$ cat src/rtl/smart_counter_p.sv
// -----------------------------------------------------------------------------
// smart_counter_p
// General-purpose event/timebase counter for control datapaths: parametrised
// width and modulus, up/down counting with a programmable step, wrap or
// saturate behaviour at the bounds, an enable prescaler, registered
// wrap/saturate event pulses and a combinational terminal-count flag.
//
// Ports
//   clk       in   rising-edge clock, single domain
//   rst       in   synchronous active-high reset
//   load      in   load data_in (clamped to MAX_VAL) this cycle
//   enable    in   counting enable, gated by the prescaler
//   up_dn     in   1 = count up, 0 = count down
//   sat_mode  in   1 = saturate at the bounds, 0 = wrap modulo MAX_VAL+1
//   step      in   [WIDTH]       magnitude per tick (clamped to MAX_VAL)
//   prescale  in   [PRESCALE_W]  one tick every prescale+1 enabled cycles
//   data_in   in   [WIDTH]       load value
//   count     out  [WIDTH]       registered count, never above MAX_VAL
//   wrap      out  1-cycle pulse: the last tick wrapped around a bound
//   sat_hit   out  1-cycle pulse: the last tick was clamped at a bound
//   tc        out  terminal count for the current direction
// -----------------------------------------------------------------------------
module smart_counter_p #(
  parameter int unsigned WIDTH      = 8,
  parameter int unsigned MAX_VAL    = 255,
  parameter int unsigned PRESCALE_W = 4
) (
  input  logic                  clk,
  input  logic                  rst,
  input  logic                  load,
  input  logic                  enable,
  input  logic                  up_dn,
  input  logic                  sat_mode,
  input  logic [WIDTH-1:0]      step,
  input  logic [PRESCALE_W-1:0] prescale,
  input  logic [WIDTH-1:0]      data_in,
  output logic [WIDTH-1:0]      count,
  output logic                  wrap,
  output logic                  sat_hit,
  output logic                  tc
);

  localparam logic [WIDTH-1:0] MAX_CNT = WIDTH'(MAX_VAL);
  localparam logic [WIDTH:0]   MAX_EXT = (WIDTH + 1)'(MAX_VAL);

  logic [WIDTH-1:0]      r_count;
  logic                  r_wrap;
  logic                  r_sat_hit;
  logic [PRESCALE_W-1:0] r_pre_cnt;

  logic                  w_pre_match;
  logic                  w_tick;
  logic [WIDTH-1:0]      w_step_eff;
  logic [WIDTH-1:0]      w_load_val;
  logic [WIDTH:0]        w_sum_up;
  logic [WIDTH-1:0]      w_wrap_up;
  logic [WIDTH-1:0]      w_wrap_dn;
  logic [WIDTH-1:0]      w_next_count;
  logic                  w_next_wrap;
  logic                  w_next_sat;

  // A prescale reduced below the current pre_cnt is not caught here; the
  // prescaler keeps counting and matches again after it rolls over.
  assign w_pre_match = (r_pre_cnt == prescale);
  assign w_tick      = enable && w_pre_match;

  assign w_step_eff  = (step > MAX_CNT) ? MAX_CNT : step;
  assign w_load_val  = (data_in > MAX_CNT) ? MAX_CNT : data_in;

  // The up sum needs one extra bit so count+step cannot overflow before the
  // comparison against MAX_VAL.
  assign w_sum_up    = {1'b0, r_count} + {1'b0, w_step_eff};

  // Both wrap results are rearranged so that every intermediate value stays
  // in [0, MAX_VAL], allowing WIDTH-bit arithmetic:
  //   up:   count+s-(MAX+1) = count-(MAX-s)-1, valid because count+s > MAX
  //   down: count+(MAX+1)-s = MAX-(s-count-1), valid because s > count
  assign w_wrap_up   = r_count - (MAX_CNT - w_step_eff) - 1'b1;
  assign w_wrap_dn   = MAX_CNT - (w_step_eff - r_count - 1'b1);

  // NOTE: every output of a combinational block gets a default before any
  // branch, so that no path leaves it unassigned and infers a latch.
  always_comb begin
    w_next_count = r_count;
    w_next_wrap  = 1'b0;
    w_next_sat   = 1'b0;
    if (w_tick) begin
      if (up_dn) begin
        if (w_sum_up <= MAX_EXT) begin
          w_next_count = w_sum_up[WIDTH-1:0];
        end else if (sat_mode) begin
          w_next_count = MAX_CNT;
          w_next_sat   = 1'b1;
        end else begin
          w_next_count = w_wrap_up;
          w_next_wrap  = 1'b1;
        end
      end else begin
        if (r_count >= w_step_eff) begin
          w_next_count = r_count - w_step_eff;
        end else if (sat_mode) begin
          w_next_count = '0;
          w_next_sat   = 1'b1;
        end else begin
          w_next_count = w_wrap_dn;
          w_next_wrap  = 1'b1;
        end
      end
    end
  end

  // NOTE: state registers use non-blocking assignments so that every
  // register samples the pre-edge values of the others.
  always_ff @(posedge clk) begin
    if (rst) begin
      r_count   <= '0;
      r_wrap    <= 1'b0;
      r_sat_hit <= 1'b0;
      r_pre_cnt <= '0;
    end else if (load) begin
      r_count   <= w_load_val;
      r_wrap    <= 1'b0;
      r_sat_hit <= 1'b0;
      r_pre_cnt <= '0;
    end else begin
      if (enable) begin
        r_pre_cnt <= w_pre_match ? '0 : r_pre_cnt + 1'b1;
      end
      r_count   <= w_next_count;
      r_wrap    <= w_next_wrap;
      r_sat_hit <= w_next_sat;
    end
  end

  assign count   = r_count;
  assign wrap    = r_wrap;
  assign sat_hit = r_sat_hit;
  assign tc      = up_dn ? (r_count == MAX_CNT) : (r_count == '0);

endmodule

$ cat config.mk
export PLATFORM = sky130hd
export DESIGN_NAME = smart_counter_p
export DESIGN_NICKNAME = d
export VERILOG_FILES = /design/src/rtl/smart_counter_p.sv
export SDC_FILE = /design/constraint.sdc
export NUM_CORES = 1
export LEC_CHECK = 0
export BUFFER_PORTS_ARGS = -buffer_cell sky130_fd_sc_hd__buf_2
export CORE_MARGIN = 1
export CORE_UTILIZATION = 35
export CTS_BUF_LIST = sky130_fd_sc_hd__clkbuf_4
export DETAILED_ROUTE_END_ITERATION = 7
export SLEW_MARGIN = 20
export SYNTH_ARGS = -nofsm -noshare
export SYNTH_HDL_FRONTEND = slang
export SYNTH_SLANG_ARGS = --single-unit
$ cat constraint.sdc
create_clock -name clk -period 2.7 [get_ports clk]
set_clock_uncertainty 0.1 [all_clocks]
set_input_delay 0.27 -clock clk [delete_from_list [all_inputs] [get_ports clk]]
set_output_delay 0.27 -clock clk [all_outputs]
set_load 0.05 [all_outputs]
==> flow_metrics.tcl, run 1 <==
set metrics [dict create \
    syn_area_per_cell_sq_um 8.19 \
    avgViaCountPerCell 5.44 \
    startpoint "count[0]$_SDFFE_PP0P_" \
    cts_buffers 3 \
    areaGrowthSynthToFinish_pct 15.6 \
    synth-edff-count 0 \
    cts.repair.resized 0 \
    hold_class "input port to flop" \
    ioPinCount 37 \
    route.vias.total 1513 \
    wl_per_cell_um 13.7 \
    layout.nets 273 \
    diodes 0 \
    critPathMaxStageDelay_ns 0.39 \
    slew_violations 0 \
    die_w_um 69.0 \
    cts_hold_buffers 0 \
    whs_ns 0.201 \
    slowest_stage "fa_1" \
    grt_pass1_vias 1348 \
    portBuffers 36 \
    wl_mm 3.81 \
    dr.pass1.iters 4 \
    antenna_found_initial 0 \
    dieArea_sq_mm 0.00477 \
    clock_latency_ns 0.27 \
    synth_top_cell_by_area "dfxtp_1" \
    final_min_period_over_clock_period_pct 87.5 \
    power_density_mw_per_mm2 352 \
    cp.required_ns 2.76 \
    max_slew_margin_pct 70.4 \
    max_freq_mhz 423 \
    setup-tns-final_ns 0 \
    grt_usage_pct 16.2 \
    yosysUniqueCellTypes 52 \
    hpwl_mm 3.12 \
    yosys-top-cells-count "ha_1 (17), inv_1 (17), a21oi_1 (16), dfxtp_1 (14), xor2_1 (11)" \
    setup.worst_path.start_class "flop" \
    syn_inst 192 \
    gp_congestion 0.884 \
    synth_top_area_share_pct 17.8 \
    crit_chain "ha_1 > fa_1 > nor2b_1 > o211ai_2 > a31oi_1 > a31oi_4 > o221a_1 > o22ai_1" \
    ys_seq_area_share_pct 17.8 \
    drc 0 \
    critPathKind "flop to flop" \
    run_status "finished clean" \
    clockRootBuffer "clkbuf_4" \
    crit_fanout 8 \
    rows 24 \
    htreeDepth 1 \
    grt_max_degree 20 \
    rsz0062_at_grt "false" \
    worst_slew_pin_slew_ns 0.444 \
    finalSetupViolations 0 \
    post-route-min-period_ns 2.36 \
    async_flop_share_pct 0 \
    yosys_warnings 0 \
    p_leak_nw 0.884 \
    cts_tree "built" \
    clock-sinks 14 \
    die_y_um 69.0 \
    yosys-top-cells-area "dfxtp_1 (18%), ha_1 (14%), xor2_1 (6.1%), a21oi_1 (5.1%), inv_1 (4.1%)" \
    drive_gt1_share_pct 23.0 \
    hold_viol_final 0 \
    cap_violations 0 \
    drtAntennaViolNets 0 \
    endpoint_kind "flop" \
    yosys_register_bits 14 \
    cts.clk_slew.worst_paths_ns 0.08 \
    drt_iter0_markers 117 \
    clk_path_buf_depth 2 \
    yosys_most_used_dff "dfxtp_1" \
    gr-total-overflow 0 \
    grt_pass1_wl_mm 6.36 \
    coreArea_sq_mm 0.00432 \
    crit_arrival_ns 2.42 \
    reg2reg_from "count[0]$_SDFFE_PP0P_" \
    worstHoldStart "sat_mode" \
    post_cts_buffers 0 \
    initial_core_util_pct 36.4 \
    irDropWorstVdd_mv 0.114 \
    syn_nets 237 \
    syn_area_sq_mm 0.00157 \
]
## cell type report
class	instances	area (sq um)
sequential	14	280
clock buffer	3	22.5
tap	52	65.1
timing repair buffer	38	195
fill	472	2510
multi-input combinational	152	1180
inverter	19	71.3
## flip-flops by register name (all words and copies together) (netlist names)
| register | flops |
|---|---|
| count | 8 |
| r_pre_cnt | 4 |
| sat_hit | 1 |
| wrap | 1 |
## path summary, 6_finish.rpt
kind / end / slack (ns) / depth (start not counted)
worst max register to register: count[5]$_SDFFE_PP0P_ / 0.34 / 8
worst max-delay path: count[5]$_SDFFE_PP0P_ / 0.34 / 8
worst min-delay path: sat_hit$_SDFF_PP0_ / 0.20 / 2
worst min register to register: r_pre_cnt[3]$_SDFFE_PP0P_ / 0.49 / 2
## report_power, final
part | total (W) | internal, W | switching, W | leakage [nW]
Clock | 0.000115 | 0.0000516 | 0.0000632 | 0.0138
Sequential | 0.000230 | 0.000215 | 0.0000145 | 0.115
Combinational | 0.000295 | 0.000121 | 0.000175 | 0.756
Total | 0.000640 | 0.000387 | 0.000252 | 0.884
## per-stage QoR
stage	power, W	setup WS (ns)	util (%)	cells	cell area (sq um)
after floorplan	0.000450	0.250	-	192	1570
after global placement	0.000531	0.368	41.5	275	1800
after detailed placement	0.000528	0.320	41.5	275	1800
after CTS	0.000646	0.346	42.0	278	1820
after global routing	0.000684	0.222	42.0	278	1820
final	0.000640	0.336	42.0	278	1820
## metal layers
metal	routed length [um]	up-vias	global-route usage, %
li1	-	770	-
met1	1870	700	22.9
met2	1770	43	25.9
met3	175	0	0.731
met4	0	0	6.12
met5	0	-	0
## cell usage in the layout (no fill, tap or decap), types with 2 or more instances in the layout
master / n
o22ai_2: 2
nor2b_1: 4
o311a_1: 2
nand3_1: 3
buf_2: 36
or2_1: 2
a22oi_1: 6
nor2_1: 9
o22ai_1: 4
dfxtp_1: 14
and2_1: 2
a21oi_1: 16
xnor2_1: 6
nand2b_1: 7
nor4_1: 3
nand4_1: 3
fa_1: 2
inv_1: 17
o31ai_1: 4
nor3_1: 6
buf_4: 2
o21ai_1: 3
nand2_1: 9
ha_1: 17
xor2_1: 11
and4_1: 2
o221a_1: 5
a31oi_1: 3
clkbuf_4: 3
## cells by family after synthesis
logic type	share of synthesized area, %
DFF	17.8
xor gates and xnor gates	9.47
adders and majority gates	16.1
AOI/OAI and AO/OA	28.2
and+or+nand+nor	21.6
buffers and inverters	6.92
## critical path, delay by kind of cell (launching register included)
| family | cells | cell delay (ns) |
|---|---|---|
| compound gates | 5 | 1.01 |
| flops | 1 | 0.35 |
| fa+ha+maj | 2 | 0.62 |
| simple gates | 1 | 0.17 |
Note: power is estimated with default switching activity, not from simulation.
==> run 2, diff against run 1 <==
--- a/config.mk
+++ b/config.mk
@@ -10,6 +10,7 @@
 export CORE_UTILIZATION = 35
 export CTS_BUF_LIST = sky130_fd_sc_hd__clkbuf_4
 export DETAILED_ROUTE_END_ITERATION = 7
+export MAX_ROUTING_LAYER = met4
 export SLEW_MARGIN = 20
 export SYNTH_ARGS = -nofsm -noshare
 export SYNTH_HDL_FRONTEND = slang
==> constraint.sdc (replaced) <==
create_clock -name clk -period 2.2 [get_ports clk]
set_clock_uncertainty 0.1 [all_clocks]
set_input_delay 0.22 -clock clk [delete_from_list [all_inputs] [get_ports clk]]
set_output_delay 0.22 -clock clk [all_outputs]
set_load 0.05 [all_outputs]
==> flow_metrics.tcl, run 2 (synthesis gave the netlist of run 1 again) <==
set metrics [dict create \
    startpoint "count[0]$_SDFFE_PP0P_" \
    crit_arrival_ns 2.18 \
    cts_hold_buffers 0 \
    hpwl_mm 3.31 \
    clk_path_buf_depth 2 \
    rsz0062_at_grt "true" \
    die_y_um 69.0 \
    avgViaCountPerCell 5.35 \
    wl_mm 4.17 \
    grt_pass1_wl_mm 6.80 \
    setup-tns-final_ns 0 \
    critPathMaxStageDelay_ns 0.37 \
    portBuffers 36 \
    gp_congestion 0.948 \
    critPathKind "flop to flop" \
    slew_violations 0 \
    clock_latency_ns 0.28 \
    wl_per_cell_um 14.1 \
    initial_core_util_pct 36.4 \
    drive_gt1_share_pct 36.2 \
    crit_fanout 8 \
    grt_usage_pct 17.3 \
    setup.worst_path.start_class "flop" \
    drt_iter0_markers 60 \
    cap_violations 0 \
    ioPinCount 37 \
    crit_chain "ha_4 > fa_2 > nor2b_4 > o211ai_2 > a31oi_2 > a31oi_4 > o221a_1 > o22ai_1" \
    run_status "finished clean" \
    layout.nets 289 \
    final_cell_mix "buf_2 (36), buf_4 (18), inv_1 (17)" \
    cp.buffers_inverters 0 \
    post-route-min-period_ns 2.13 \
    reg2reg_from "count[0]$_SDFFE_PP0P_" \
    final_common_cell "buf_2" \
    hold_class "input port to flop" \
    cts.clk_slew.worst_paths_ns 0.09 \
    whs_ns 0.162 \
    dpl-instance-area_sq_mm 0.00190 \
    grt_pass1_vias 1544 \
    power_density_mw_per_mm2 428 \
    max_slew_margin_pct 74.6 \
    irDropWorstVdd_mv 0.141 \
    p_total_w 0.000860 \
    utilization_pct 46.5 \
    diodes 0 \
    final_min_period_over_clock_period_pct 96.8 \
    route.vias.total 1579 \
    crit_family "compound AO/OA/AOI/OAI gates" \
    htreeDepth 1 \
    rows 24 \
    cts_buffers 3 \
    largest_register_ff_count 8 \
    cts_tree "built" \
    grt_max_degree 20 \
    areaGrowthSynthToFinish_pct 27.8 \
    p_leak_nw 0.964 \
    dr.pass1.iters 5 \
    max_freq_mhz 469 \
    die_w_um 69.0 \
    dieArea_sq_mm 0.00477 \
    antenna_found_initial 0 \
    drc 0 \
    endpoint_kind "flop" \
    coreArea_sq_mm 0.00432 \
    clock-sinks 14 \
    slowest_stage "dfxtp_4" \
    gr-total-overflow 0 \
    drtAntennaViolNets 0 \
    worstHoldStart "sat_mode" \
    hold_viol_final 0 \
    worst_slew_pin_slew_ns 0.377 \
    clockRootBuffer "clkbuf_4" \
    finalSetupViolations 0 \
    final_area_sq_mm 0.00201 \
    cp.required_ns 2.25 \
]
[run 2: cell types whose count changed in the layout (fill, tap and decap cells not counted), moves of 2 or more]
cell | before | now
fa_1 | 2 | 0
ha_2 | 0 | 4
dfxtp_2 | 0 | 6
buf_4 | 2 | 18
ha_1 | 17 | 12
nor2b_1 | 4 | 2
dfxtp_1 | 14 | 7
fa_2 | 0 | 2
[run 2: stage by stage]
step | setup WS [ns] | std cells
CTS | 0.0119 | 294
floorplan | 0.00148 | 192
detailed placement | -0.0642 | 287
global route | -0.0134 | 295
global placement | -0.00987 | 287
finish | 0.0696 | 295
[run 2: layer usage]
metal	up-vias	GRT usage (%)	part of all wire [%]
met5	-	-	0
met1	739	22.9	49
met3	6	0.877	3.1
met4	0	3.40	0.89
met2	34	29.3	47
li1	800	-	-
[run 2: worst paths after layout]
check | cells past startpoint | slack, ns | endpoint
setup / recovery | 8 | 0.07 | count[5]$_SDFFE_PP0P_
hold / removal | 2 | 0.16 | sat_hit$_SDFF_PP0_
setup reg to reg | 8 | 0.07 | count[5]$_SDFFE_PP0P_
hold reg to reg | 2 | 0.49 | r_pre_cnt[3]$_SDFFE_PP0P_
[run 2: final cells by class]
cell class	instances	area [sq um]
clock buffer	4	30.0
sequential	14	292
multi-input combinational	152	1240
fill	449	2310
tap	52	65.1
inverter	19	71.3
timing repair buffer	54	315
[run 2: power by group]
part | switching (W) | internal (W)
clock | 0.0000838 | 0.0000826
combinational | 0.000231 | 0.000179
sequential | 0.0000178 | 0.000266
total | 0.000332 | 0.000528
[run 2: repair_timing]
item,4_1_cts,5_1_grt
pin swaps,3,4
gates resized for setup,5,8
endpoints found under the setup margin,7,10
buffers inserted,3,1
[run 2: worst reg2reg max path, cell delays in order, from the launching register on]
cell      delay [ns]
dfxtp_4         0.37
ha_4            0.16
fa_2            0.34
nor2b_4         0.14
o211ai_2        0.17
a31oi_2         0.15
a31oi_4         0.27
o221a_1         0.24
o22ai_1         0.07
